[src/rtl/eth_parser_pkg.sv]
`default_nettype none
// ============================================================================
// Module  : eth_parser_pkg
// Brief   : Shared types and constants for the inline Ethernet header parser.
// Revision: 1.0 - initial release
// ============================================================================
package eth_parser_pkg;

    localparam int          ETH_HDR_BYTES = 14;
    localparam logic [15:0] ETYPE_IPV4    = 16'h0800;
    localparam logic [15:0] ETYPE_IPV6    = 16'h86DD;
    localparam logic [15:0] ETYPE_ARP     = 16'h0806;
    localparam logic [15:0] ETYPE_VLAN    = 16'h8100;

    typedef struct packed {
        logic [47:0] dst_mac;
        logic [47:0] src_mac;
        logic [15:0] ethertype;
        logic [11:0] vlan_id;
        logic        is_vlan;
        logic        is_ipv4;
        logic        is_ipv6;
        logic        is_arp;
        logic        runt;
    } eth_metadata_t;

    typedef enum logic [1:0] {
        ST_IDLE    = 2'd0,
        ST_HDR     = 2'd1,
        ST_PAYLOAD = 2'd2
    } parse_state_t;

    // Flags always follow the reported ethertype (inner type when VLAN-tagged).
    function automatic eth_metadata_t build_meta(
        input logic [47:0] dst,
        input logic [47:0] src,
        input logic [15:0] etype,
        input logic [11:0] vid,
        input logic        vlan,
        input logic        runt
    );
        eth_metadata_t m;
        m.dst_mac   = dst;
        m.src_mac   = src;
        m.ethertype = etype;
        m.vlan_id   = vid;
        m.is_vlan   = vlan;
        m.is_ipv4   = (etype == ETYPE_IPV4);
        m.is_ipv6   = (etype == ETYPE_IPV6);
        m.is_arp    = (etype == ETYPE_ARP);
        m.runt      = runt;
        return m;
    endfunction

endpackage
`default_nettype wire

[src/rtl/eth_axis_reg_slice.sv]
`default_nettype none
// ============================================================================
// Module  : eth_axis_reg_slice
// Brief   : One-stage AXI-Stream register slice carrying tdata and tlast.
// Revision: 1.0 - initial release
// ============================================================================
module eth_axis_reg_slice #(
    parameter int DATA_W = 64
) (
    input  logic              clk,
    input  logic              rst_n,
    input  logic [DATA_W-1:0] s_axis_tdata,
    input  logic              s_axis_tvalid,
    output logic              s_axis_tready,
    input  logic              s_axis_tlast,
    output logic [DATA_W-1:0] m_axis_tdata,
    output logic              m_axis_tvalid,
    input  logic              m_axis_tready,
    output logic              m_axis_tlast
);

    logic [DATA_W-1:0] r_data;
    logic              r_valid;
    logic              r_last;

    // Upstream is held off during reset so nothing is accepted into a slice being flushed.
    assign s_axis_tready = rst_n && (!r_valid || m_axis_tready);

    always_ff @(posedge clk) begin
        if (!rst_n) begin
            r_data  <= '0;
            r_valid <= 1'b0;
            r_last  <= 1'b0;
        end else if (s_axis_tready) begin
            r_valid <= s_axis_tvalid;
            if (s_axis_tvalid) begin
                r_data <= s_axis_tdata;
                r_last <= s_axis_tlast;
            end
        end
    end

    assign m_axis_tdata  = r_data;
    assign m_axis_tvalid = r_valid;
    assign m_axis_tlast  = r_last;

endmodule
`default_nettype wire

[src/rtl/eth_frame_parser.sv]
`default_nettype none
// ============================================================================
// Module  : eth_frame_parser
// Brief   : Inline AXI-S Ethernet header parser; MACs/EtherType on a sideband.
//           Define ETH_PARSER_VLAN_EN to parse one 802.1Q tag.
// Revision: 1.0 - initial release
// ============================================================================
module eth_frame_parser
    import eth_parser_pkg::*;
#(
    parameter int DATA_W = 64
) (
    input  logic              clk,
    input  logic              rst_n,
    input  logic [DATA_W-1:0] s_axis_tdata,
    input  logic              s_axis_tvalid,
    output logic              s_axis_tready,
    input  logic              s_axis_tlast,
    output logic [DATA_W-1:0] m_axis_tdata,
    output logic              m_axis_tvalid,
    input  logic              m_axis_tready,
    output logic              m_axis_tlast,
    output eth_metadata_t     m_axis_tuser,
    output logic              m_axis_tuser_valid
);

    localparam logic [15:0] c_HDR_LAST = 16'(ETH_HDR_BYTES - 1);

    parse_state_t  r_state;
    parse_state_t  w_state_nxt;
    logic [15:0]   r_byte_cnt;
    logic [47:0]   r_dst;
    logic [47:0]   r_src;
    logic [15:0]   r_etype;
    logic [47:0]   w_dst_nxt;
    logic [47:0]   w_src_nxt;
    logic [15:0]   w_etype_nxt;
    logic [7:0]    w_byte;
    logic          w_accept;
    logic          w_first;
    logic          w_hdr_end;
    logic          w_emit;
    eth_metadata_t w_meta;
    eth_metadata_t r_meta;
    logic          r_meta_valid;

    eth_axis_reg_slice #(
        .DATA_W (DATA_W)
    ) u_slice (
        .clk           (clk),
        .rst_n         (rst_n),
        .s_axis_tdata  (s_axis_tdata),
        .s_axis_tvalid (s_axis_tvalid),
        .s_axis_tready (s_axis_tready),
        .s_axis_tlast  (s_axis_tlast),
        .m_axis_tdata  (m_axis_tdata),
        .m_axis_tvalid (m_axis_tvalid),
        .m_axis_tready (m_axis_tready),
        .m_axis_tlast  (m_axis_tlast)
    );

    assign w_accept = s_axis_tvalid && s_axis_tready;
    assign w_byte   = s_axis_tdata[7:0];
    assign w_first  = (r_byte_cnt == 16'd0);

    // Next capture values include the byte being accepted, so metadata can be
    // registered on the same edge that accepts the header-completing byte.
    // Starting a frame zeroes every field so runts report uncaptured bytes as 0.
    always_comb begin
        w_dst_nxt   = w_first ? '0 : r_dst;
        w_src_nxt   = w_first ? '0 : r_src;
        w_etype_nxt = w_first ? '0 : r_etype;
        for (int i = 0; i < 6; i++) begin
            if (r_byte_cnt == 16'(i))     w_dst_nxt[8*(5-i) +: 8] = w_byte;
            if (r_byte_cnt == 16'(i + 6)) w_src_nxt[8*(5-i) +: 8] = w_byte;
        end
        if (r_byte_cnt == 16'd12) w_etype_nxt[15:8] = w_byte;
        if (r_byte_cnt == 16'd13) w_etype_nxt[7:0]  = w_byte;
    end

`ifdef ETH_PARSER_VLAN_EN
    localparam logic [15:0] c_VLAN_LAST = 16'(ETH_HDR_BYTES + 3);

    logic [11:0] r_vid;
    logic [15:0] r_inner;
    logic [11:0] w_vid_nxt;
    logic [15:0] w_inner_nxt;
    logic        w_outer_vlan;

    always_comb begin
        w_vid_nxt   = w_first ? '0 : r_vid;
        w_inner_nxt = w_first ? '0 : r_inner;
        if (r_byte_cnt == 16'd14) w_vid_nxt[11:8]    = w_byte[3:0];
        if (r_byte_cnt == 16'd15) w_vid_nxt[7:0]     = w_byte;
        if (r_byte_cnt == 16'd16) w_inner_nxt[15:8]  = w_byte;
        if (r_byte_cnt == 16'd17) w_inner_nxt[7:0]   = w_byte;
    end

    always_ff @(posedge clk) begin
        if (!rst_n) begin
            r_vid   <= '0;
            r_inner <= '0;
        end else if (w_accept) begin
            r_vid   <= w_vid_nxt;
            r_inner <= w_inner_nxt;
        end
    end

    assign w_outer_vlan = (w_etype_nxt == ETYPE_VLAN);
    assign w_hdr_end    = ((r_byte_cnt == c_HDR_LAST) && !w_outer_vlan) ||
                          (r_byte_cnt == c_VLAN_LAST);
    assign w_meta       = build_meta(w_dst_nxt, w_src_nxt,
                                     w_outer_vlan ? w_inner_nxt : w_etype_nxt,
                                     w_outer_vlan ? w_vid_nxt : 12'd0,
                                     w_outer_vlan, !w_hdr_end);
`else
    assign w_hdr_end = (r_byte_cnt == c_HDR_LAST);
    assign w_meta    = build_meta(w_dst_nxt, w_src_nxt, w_etype_nxt, 12'd0,
                                  (w_etype_nxt == ETYPE_VLAN), !w_hdr_end);
`endif

    // A frame strobes once: either when its header completes or, for a runt, at tlast.
    assign w_emit = w_accept && (r_state != ST_PAYLOAD) && (w_hdr_end || s_axis_tlast);

    always_comb begin
        w_state_nxt = r_state;
        case (r_state)
            ST_IDLE: begin
                if (w_accept && !s_axis_tlast) w_state_nxt = ST_HDR;
            end
            ST_HDR: begin
                if (w_accept) begin
                    if (s_axis_tlast)   w_state_nxt = ST_IDLE;
                    else if (w_hdr_end) w_state_nxt = ST_PAYLOAD;
                end
            end
            ST_PAYLOAD: begin
                if (w_accept && s_axis_tlast) w_state_nxt = ST_IDLE;
            end
            default: w_state_nxt = ST_IDLE;
        endcase
    end

    always_ff @(posedge clk) begin
        if (!rst_n) begin
            r_state      <= ST_IDLE;
            r_byte_cnt   <= '0;
            r_dst        <= '0;
            r_src        <= '0;
            r_etype      <= '0;
            r_meta       <= '0;
            r_meta_valid <= 1'b0;
        end else begin
            r_state      <= w_state_nxt;
            r_meta_valid <= w_emit;
            if (w_emit) r_meta <= w_meta;
            if (w_accept) begin
                r_dst   <= w_dst_nxt;
                r_src   <= w_src_nxt;
                r_etype <= w_etype_nxt;
                if (s_axis_tlast)                 r_byte_cnt <= '0;
                else if (r_byte_cnt != 16'hFFFF)  r_byte_cnt <= r_byte_cnt + 16'd1;
            end
        end
    end

    assign m_axis_tuser       = r_meta;
    assign m_axis_tuser_valid = r_meta_valid;

endmodule
`default_nettype wire

[config.mk]
export PLATFORM = sky130hd
export DESIGN_NAME = eth_frame_parser
export DESIGN_NICKNAME = d
export VERILOG_FILES = /design/src/rtl/eth_parser_pkg.sv /design/src/rtl/eth_axis_reg_slice.sv /design/src/rtl/eth_frame_parser.sv
export SDC_FILE = /design/constraint.sdc
export NUM_CORES = 1
export LEC_CHECK = 0
export ABC_AREA = 0
export CORE_MARGIN = 2
export CORE_UTILIZATION = 25
export CTS_CLUSTER_DIAMETER = 100
export DETAILED_ROUTE_END_ITERATION = 8
export SLEW_MARGIN = 20
export SYNTH_ARGS = -nofsm -noshare
export SYNTH_HDL_FRONTEND = slang
export SYNTH_HIERARCHICAL = 1
export SYNTH_SLANG_ARGS = --single-unit
[constraint.sdc]
create_clock -name clk -period 7.9 [get_ports clk]
set_input_delay 2.37 -clock clk [delete_from_list [all_inputs] [get_ports clk]]
set_output_delay 2.37 -clock clk [all_outputs]
set_load 0.1 [all_outputs]
Yosys cells after proc, flatten, opt, wreduce, memory -nomap -nowiden
Index checks and enable logic that the tools add are counted.

storage, ports and cells
  register bits after elaboration = 314
  input bits = 69
  word-level logic and storage cells = 85

cells by class
  add/subtract/negate cells = 1
  equality and inequality tests = 25
  mux-type cells = 25
  reduce and logical (&&, ||, !) cells = 17

operators by type and width
  operator                                                           number
  8-bit 2-to-1 mux                                                   14
  16-bit by 4-bit == test with 1-bit output, second input constant   6
  48-bit 2-to-1 mux                                                  2
  16-bit by 3-bit == test with 1-bit output, second input constant   4
  16-bit 2-to-1 mux                                                  3
  16-bit by 12-bit == test with 1-bit output, second input constant  2
  16-bit == test, second input constant                              2
  16-bit by 2-bit == test with 1-bit output, second input constant   2
  16-bit by 1-bit adder with 16-bit output, second input constant    1
  16-bit by 1-bit == test with 1-bit output, second input constant   1
  16-bit logical NOT                                                 1
  16-bit inequality test, second input constant                      1
  2-bit 2-to-1 mux                                                   5
  2-bit inequality test, second input constant                       4
  1-bit logical AND                                                  6
  2-bit one-hot mux with 3 select lines                              1
  2-bit AND reduction                                                2
  4-bit AND reduction                                                1
  1-bit logical NOT                                                  3
  3-bit inequality test, second input constant                       1
  2-bit by 1-bit == test with 1-bit output, second input constant    1
  2-bit == test, second input constant                               1
  2-bit logical NOT                                                  1
  1-bit logical OR                                                   2
  2-bit nonzero test                                                 1

Logic depth before layout (Yosys ltp)
Gate-level depths: netlist (run 1).

  depth in word-level cells = 7
  depth in mapped cells = 12

By module
Netlist (run 1), hierarchy kept.

modules (own cells, without submodules)
  module              times used  cells an instance  area each (um^2)  sequential area each (um^2)
  eth_frame_parser    1           1263               11267.1           4964.8
  eth_axis_reg_slice  1           288                2693.8            1321.3

Worst setup path before layout (run 1)
Ideal clock, no wire load.

  kind = in2out
  start = in rst_n
  end = out s_axis_tready
  data arrival time = 3555 ps
  required time = 5530 ps
  setup slack = 1975 ps
  cell stages on the path = 4
  buffers on the path = 3
  cells stage by stage = buf_4 > buf_6 > buf_2 > and2_1

between the ends
  word-level cells in the longest chain between the ends = 1

RTL lines
  element             line                      text
  start: declaration  eth_frame_parser.sv:14    input logic rst_n,
  1-bit logical AND   eth_axis_reg_slice.sv:27  assign s_axis_tready = rst_n && (!r_valid || m_axis_tready);
  end: declaration    eth_frame_parser.sv:17    output logic s_axis_tready,

No other way between the ends.

Worst setup path after layout (run 1)
Ends and elaborated chain as after synthesis.

==> results of run 1 <==
## cells in the mapped netlist (3+ instances only)
cell,instances,share of area
sky130_fd_sc_hd__o21ai_2,3,0.0019
sky130_fd_sc_hd__a22oi_1,95,0.051
sky130_fd_sc_hd__or3_1,6,0.0027
sky130_fd_sc_hd__nor2_4,7,0.0056
sky130_fd_sc_hd__nand3b_1,3,0.0016
sky130_fd_sc_hd__clkbuf_1,85,0.023
sky130_fd_sc_hd__nand2_1,270,0.073
sky130_fd_sc_hd__a21boi_0,10,0.0054
sky130_fd_sc_hd__nor4_4,4,0.0061
sky130_fd_sc_hd__inv_1,9,0.0024
sky130_fd_sc_hd__nor3b_1,5,0.0027
sky130_fd_sc_hd__nor2b_1,91,0.041
sky130_fd_sc_hd__o211a_1,128,0.092
sky130_fd_sc_hd__and2_1,7,0.0031
sky130_fd_sc_hd__nor2_2,5,0.0022
sky130_fd_sc_hd__nor2_1,27,0.0073
sky130_fd_sc_hd__nor4_1,4,0.0018
sky130_fd_sc_hd__a21o_1,3,0.0016
sky130_fd_sc_hd__nor3_1,6,0.0022
sky130_fd_sc_hd__mux2i_1,66,0.047
sky130_fd_sc_hd__buf_2,37,0.013
sky130_fd_sc_hd__buf_4,18,0.0097
sky130_fd_sc_hd__o211ai_1,17,0.0091
sky130_fd_sc_hd__ha_1,4,0.0036
sky130_fd_sc_hd__nand3_1,204,0.073
sky130_fd_sc_hd__or4_1,5,0.0027
sky130_fd_sc_hd__dfxtp_1,314,0.45
sky130_fd_sc_hd__xnor2_1,11,0.0069
sky130_fd_sc_hd__o21ai_0,10,0.0036
sky130_fd_sc_hd__a21oi_1,17,0.0061
sky130_fd_sc_hd__buf_1,5,0.0013
sky130_fd_sc_hd__nand3_2,3,0.0022
sky130_fd_sc_hd__nor4_2,3,0.0027
sky130_fd_sc_hd__and3_1,12,0.0054
sky130_fd_sc_hd__nand2b_1,3,0.0013
sky130_fd_sc_hd__o21ai_1,7,0.0025
sky130_fd_sc_hd__and4_1,5,0.0031
sky130_fd_sc_hd__buf_12,5,0.0072
sky130_fd_sc_hd__nand4_1,6,0.0027
sky130_fd_sc_hd__nand2_2,7,0.0031
## state kept, by name, summed over array words and instances, names as in the netlist
register / count
m_axis_tuser: 117
u_slice/m_axis_tdata: 64
r_dst: 48
r_src: 48
r_byte_cnt: 16
r_etype: 16
r_state: 2
m_axis_tuser_valid: 1
u_slice/m_axis_tlast: 1
u_slice/m_axis_tvalid: 1
## per-stage QoR
stage                     cells  area [sq um]  hold slack, ns  total power [W]   util
after detailed placement   2426         16800           0.432          0.00248  0.305
after global placement     2425         16800           0.422          0.00247  0.305
after CTS                  2489         18000           0.443          0.00423  0.327
final                      2490         18100           0.441          0.00418  0.327
after floorplan            1562         14000           0.414          0.00228      -
after global routing       2490         18100           0.470          0.00433  0.327
## power breakdown
group	internal [W]	switching (W)	total, W
clock	0.00102	0.000712	0.00174
combinational	0.000184	0.000578	0.000763
sequential	0.00164	0.0000371	0.00168
## worst paths after layout
path	start	slack (ns)	endpoint
hold reg to reg	r_state[1]	0.44	r_state[0]
setup / recovery	rst_n	1.89	s_axis_tready
setup reg to reg	r_byte_cnt[0]	4.28	m_axis_tuser[4]
hold / removal	r_state[1]	0.44	r_state[0]
## worst max-delay path, delay by kind of cell
family	cells	cell delay [ns]
simple gates	1	0.32
buf+inv	2	0.81
## area by class of cell
class | instances | area (sq um) | area share
inverter | 9 | 33.8 | 0.00187
timing repair buffer | 269 | 2680 | 0.148
clock inverter | 10 | 106 | 0.00588
multi-input combinational | 1087 | 6910 | 0.382
tap | 748 | 936 | 0.0518
sequential | 314 | 6290 | 0.348
clock buffer | 53 | 1120 | 0.0619
## logic make-up (layout without fill, tap and decap cells)
| group | after synthesis | in the layout | synth area share |
|---|---|---|---|
| other | 1 | 12 | 0.000269 |
| adder cells (fa/ha/maj) | 4 | 4 | 0.00359 |
| buffers and inverters | 161 | 341 | 0.0586 |
| XOR/XNOR | 12 | 12 | 0.00753 |
| flip-flops | 314 | 314 | 0.450 |
| AO/OA/AOI/OAI | 302 | 302 | 0.181 |
| multiplexers | 66 | 66 | 0.0473 |
| AND/OR/NAND/NOR | 691 | 691 | 0.251 |
## layer usage
layer	vias to the layer above	GRT usage	routed length, um	share of wire
li1	5811	-	-	-
met1	5785	0.204	20500	0.46
met2	394	0.243	20600	0.46
met3	64	0.0272	2640	0.059
met4	0	0.0497	1070	0.024
met5	-	0	0	0
==> results.md, run 1 <==
- The transition time at the pin with the least slew margin is 1.15 ns.
- The number of gates resized after CTS was 0.
- The clock sink total is 314.
- The number of warnings issued by yosys is 6.
- The first-pass GRT wire length is 68,100 um.
- The synthesized netlist occupies a cell area of 0.0140 sq mm.
- Wires add up to 44,800 um.
- The post-CTS setup-driven buffer insertion count is 0.
- For the worst-skew pair, the clock arrives at the later sink with an insertion delay of 0.56 ns.
- The cell depth of the worst hold path is 1.
- The count of buffers added on input and output ports is 253.
- After layout, the worst setup slack is 1.89 ns.
- The placed wire-length estimate is 29,100 um.
- The delay contributed by the slowest stage of the critical path is 0.49 ns.
- The iteration count of the initial detailed-routing pass is 5.
- Traced cell by cell, the critical path runs through buf_8, and2_1, buf_4.
- The dominant register cell in the synthesized netlist is sky130_fd_sc_hd__dfxtp_1.
- The kind of end point of the critical path is a primary output.
- Setup repair after global routing left no endpoint under its margin.
- The H-tree generated during clock tree synthesis spans 2 levels.
- The library cells used most frequently in the layout, excluding fill and tap cells, are sky130_fd_sc_hd__dfxtp_1, sky130_fd_sc_hd__nand2_1, sky130_fd_sc_hd__clkdlybuf4s50_1.
- The critical path's slowest cell is sky130_fd_sc_hd__buf_8.
- In this run the standard cell core region covers 0.0552 sq mm.
- The area enclosed by the die boundary is 0.0577 sq mm.
- CTS placed an instance of sky130_fd_sc_hd__clkbuf_16 at the clock tree root.
- The die is 240 um wide.
- For this design the static power due to leakage is 7.46 nW.
- In this run the remaining antenna-violating nets after routing total 0.
- The final hold violation count is 0.
- Dividing total power by cell area gives a power density of 231 mW/mm^2.
- The most frequent standard cell in the layout excluding fill and tap cells is sky130_fd_sc_hd__dfxtp_1.
- In this run the worst path has a maximum fanout of 134.
- The largest voltage drop on the vdd net is 0.000114 V.
- Subtracting the final worst setup slack from the clock period gives 6.01 ns.
- The critical path start-end classification is in -> out.
- The area growth from synthesis to layout is 29.5%.
- The starting density of the core is 0.253.
- The post-detailed-route DRC marker count is 0.
- In the global route stage, overall resource usage came out at 0.151.
- The flow ran to the end, and the final reports show no timing, DRC or antenna violations.
- The number of failing setup endpoints in the final timing report is 0.
- The min-delay analysis places its worst path in the category reg -> reg.
- For the worst flop-to-flop path, the logic depth is 8.
- For this run, the register share of the synthesized area comes to 0.450.
- The share of flip-flops with an asynchronous set or reset after synthesis is 0.
- The layout has 5,628 filler cells.
- Clock-pin slew was measured on the worst setup and hold paths at 0.05 ns.
- Synthesis inferred 314 register bits.
- Adding up every negative setup slack in the final design gives 0 ns.
- For this design the top-level I/O count stands at 266.
- The sum of overflow across all layers after global routing is 0.
- The count of pins over their slew limit was 0.
- The mean instance size in the synthesized netlist is 9.00 sq um.
- The number of buffers created by CTS is 38.
- The number of antenna violations at the first check in global routing is 0.
- The number of max-capacitance violations reported is 0.
- Of the cells placed in the final design, the portion with a size suffix greater than 1 is 0.0706.
- After clock tree synthesis, the flow added hold-fix buffers numbering 0.
- TritonCTS built the clock tree.
- The final antenna diode count is 0.
- For the final database, setup skew stands at 0.0194 ns.
- The average routed wire per standard cell is 18.0 um.
- For this block, the initial DRC count from the detailed router was 1,099.
- The number of core rows is 86.
- The instance count of the mapped netlist is 1,551.
- STA puts the critical path data required time at 5.53 ns.
- The peak clock frequency supported by timing is 166 MHz.
- Yosys mapped a number of flops with a built-in enable equal to 0.
- The fraction of the cycle the final worst path needs is 0.760.
- STA classifies the critical path startpoint as a primary input.
- For this run, the post-layout net count is 1,792.
- The die is 240 um tall.
- The normalized max-slew margin is 0.233.
- The maximum count of clock buffers along a single path is 3.
- Routability-driven placement finished with a final weighted congestion of 0.793.
- The per-cell via count in the routed design is 4.84.
- The total number of vias is 12,100.
- The arrival time of data at the critical path endpoint is 3.64 ns.
- The post-placement setup slack is 1.95 ns.
- The number of global-route vias before repair is 11,600.
- The number of distinct library cells after synthesis is 61.
- Entering global routing, the biggest net connects 135 pins.
Note: power is estimated with default switching activity, not from simulation.
==> run 2: changes to the inputs <==
==> constraint.sdc (replaced) <==
create_clock -name clk -period 6.04 [get_ports clk]
set_input_delay 1.812 -clock clk [delete_from_list [all_inputs] [get_ports clk]]
set_output_delay 1.812 -clock clk [all_outputs]
set_load 0.1 [all_outputs]
==> run 2 against run 1 <==
Effect of this change: clock power grew 29%; first-iteration DRC count shrank 0.36%; cell area is essentially flat; worst setup slack lost 0.60 ns; via count grew 0.28%; largest cell class unchanged; flip-flop and latch count is the same; sequential share of layout area is essentially flat; count of clock-buffer cells in the layout grew 5; clock skew shrank 0.0052 ns.
==> results.md, run 2 (synthesized netlist as in run 1, its figures left out) <==
- The final hold violation count was 0 (unchanged).
- The combinational power share is 0.183 (about the same).
- The leakage power of the design came to 7.46 nW (about the same).
- The flow ran to the end, and the final reports show no timing, DRC or antenna violations.
- The critical-path maximum fanout is 3 (-98%).
- The largest net degree at the start of global routing was 143 (+5.9%).
- The clock sink total came to 314 (unchanged).
- The remaining antenna violation count after routing is 0 (unchanged).
- The transition time at the pin with the least slew margin came to 1.13 ns (-0.0185 ns).
- The area enclosed by the die boundary is 0.0577 sq mm (unchanged).
- The number of max-capacitance violations reported is 0 (unchanged).
- TritonCTS built the clock tree.
- The minimum clock period after layout is 4.75 ns.
- The overall fraction of global-route tracks in use was 0.148 (-0.00338).
- The CTS H-tree depth is 2 (unchanged).
- The arrival time of data at the critical path endpoint is 2.94 ns (-0.70 ns).
- Setup repair after global routing left no endpoint under its margin.
- The die span in x is 240 um (unchanged).
- The share of total power in the clock network was 0.414 (about the same).
- The maximum count of clock buffers along a single path is 3 (unchanged).
- The library cell used most frequently in the layout, excluding fill and tap cells, is sky130_fd_sc_hd__dfxtp_1.
- The clock insertion delay at the later pin of the skew report is 0.54 ns (-0.02 ns).
- The post-placement setup slack was 1.27 ns (-0.679 ns).
- The kind of start point of the critical path is a primary input.
- The number of buffers created by CTS is 39 (+2.6%).
- In the layout the commonest cells are sky130_fd_sc_hd__dfxtp_1, sky130_fd_sc_hd__nand2_1, sky130_fd_sc_hd__clkdlybuf4s50_1.
- The I/O pin count is 266 (unchanged).
- The per-cell via count in the routed design is 4.84 (about the same).
- The power density over the cells came to 301 mW/mm^2 (+30%).
- The number of flip-flops under the largest register name came to 117 (unchanged).
- The root buffer cell is sky130_fd_sc_hd__clkbuf_16.
- The critical path goes through clkdlybuf4s50_1, nand2b_4, and2_1, buf_4.
- The final setup skew is 0.0142 ns (-0.00523 ns).
- The kind of end point of the critical path is a primary output.
- The beginning of the critical path is m_axis_tready.
- The placed wire-length estimate is 28,800 um (-0.75%).
- The vertical die dimension is 240 um (unchanged).
- The number of failing setup endpoints in the final timing report is 0 (unchanged).
- The count of input and output buffers is 253 (unchanged).
- The average routed wire per standard cell is 17.7 um (-1.5%).
- The layout-stage area growth over the synthesis result is 29.5% (about the same).
- The number of nets in the layout was 1,793 (+0.056%).
- The tightest min-delay check is of the reg -> reg type.
- The total number of vias is 12,100 (+0.28%).
- The CTS clock-pin slew for the worst setup and hold paths is 0.06 ns (about the same).
- The number of core rows came to 86 (unchanged).
- The worst setup margin is 1.29 ns (-0.601 ns).
- The critical path start-end classification is in -> out.
- The peak clock frequency supported by timing is 211 MHz.
- The switching power share of the total came to 0.311 (-0.00650).
- The area of the core was 0.0552 sq mm (unchanged).
- The post-CTS setup-driven buffer insertion count is 0 (unchanged).
- Of the available clock period, the critical path in the final layout requires 0.786.
- The first-pass GRT wire length was 66,800 um (-1.9%).
- The sequential share of power is 0.403 (about the same).
- The delay contributed by the slowest stage of the critical path is 0.46 ns (-0.03 ns).
- The total net switching power came to 0.00170 W (+28%).
- The count of cells resized by post-cts repair is 0 (unchanged).
- The count of pins over their slew limit is 0 (unchanged).
- The normalized max-slew margin is 0.245 (+0.0124).
- The share of final-layout standard cells stronger than drive strength 1 came to 0.0710 (+0.000411).
- The total negative setup slack came to 0 ns (unchanged).
- The starting density of the core was 0.253 (unchanged).
- The number of global-route vias before repair is 11,500 (-1.4%).
- The slowest stage of the critical path belongs to the cell sky130_fd_sc_hd__clkdlybuf4s50_1.
- The last weighted congestion value of the routability-driven placer is 0.807 (+1.7%).
- The number of DRC markers after the initial detailed-route iteration is 1,095 (-0.36%).
- The worst register-to-register path begins at r_byte_cnt[0].
- The count of hold-fix buffers inserted at cts is 0 (unchanged).
- In this run the most critical hold path is launched from r_state[1].
- The worst endpoint required time came to 4.23 ns (-1.30 ns).
- The largest voltage drop on the vdd net was 0.000166 V (+46%).
- The post-detailed-route DRC marker count is 0 (unchanged).
- The sum of overflow across all layers after global routing was 0 (unchanged).
- The internal portion of total power is 0.00375 W (+32%).
- The number of antenna violations at the first check in global routing is 1 (+1).
- The total routed wirelength is 44,200 um (-1.3%).
- The iteration count of the initial detailed-routing pass is 6 (+1).
-- run 2: cell types whose count changed in the layout (fill, tap and decap cells not counted), sizes merged --
cell    change
clkbuf      +5
inv         -2
clkinv      +1
diode       +1
-- run 2: cell type report --
class | instances | area [sq um]
fill | 5603 | 37100
multi-input combinational | 1087 | 6910
sequential | 314 | 6290
timing repair buffer | 269 | 2680
clock buffer | 58 | 1160
tap | 748 | 936
clock inverter | 9 | 80.1
inverter | 9 | 33.8
antenna | 1 | 2.50
-- run 2: worst max-delay path, delay by kind of cell --
family        cells  cell delay (ns)
simple gates      2             0.34
buf+inv           2             0.78
-- run 2: final timing paths --
check                                        to  cells past startpoint  slack [ns]
worst max-delay path              s_axis_tready                      4        1.29
worst min-delay path                 r_state[0]                      1        0.45
worst max register to register  m_axis_tuser[4]                      8        2.34
worst min register to register       r_state[0]                      1        0.45
-- run 2: layer usage --
| layer | GRT usage | wire, um | vias up |
|---|---|---|---|
| met2 | 0.237 | 20200 | 366 |
| met5 | 0 | 13 | - |
| met1 | 0.198 | 20200 | 5841 |
| li1 | - | - | 5818 |
| met3 | 0.0342 | 2880 | 61 |
| met4 | 0.0416 | 877 | 2 |
-- run 2: per-stage QoR --
step / utilization / hold WS (ns) / total power (W) / cells / cell area, sq um
floorplan: - / 0.414 / 0.00298 / 1562 / 14000
global placement: 0.305 / 0.422 / 0.00323 / 2426 / 16800
detailed placement: 0.305 / 0.436 / 0.00324 / 2426 / 16800
CTS: 0.327 / 0.444 / 0.00553 / 2493 / 18100
global route: 0.328 / 0.472 / 0.00566 / 2494 / 18100
finish: 0.328 / 0.453 / 0.00545 / 2495 / 18100
-- run 2: power groups by stage --
stage               logic, W  clock network [W]  registers (W)
finish              0.000999            0.00225        0.00219
global route         0.00104            0.00241        0.00220
CTS                  0.00100            0.00233        0.00219
detailed placement   0.00100                  0        0.00224
global placement    0.000993                  0        0.00224
floorplan           0.000286                  0        0.00270
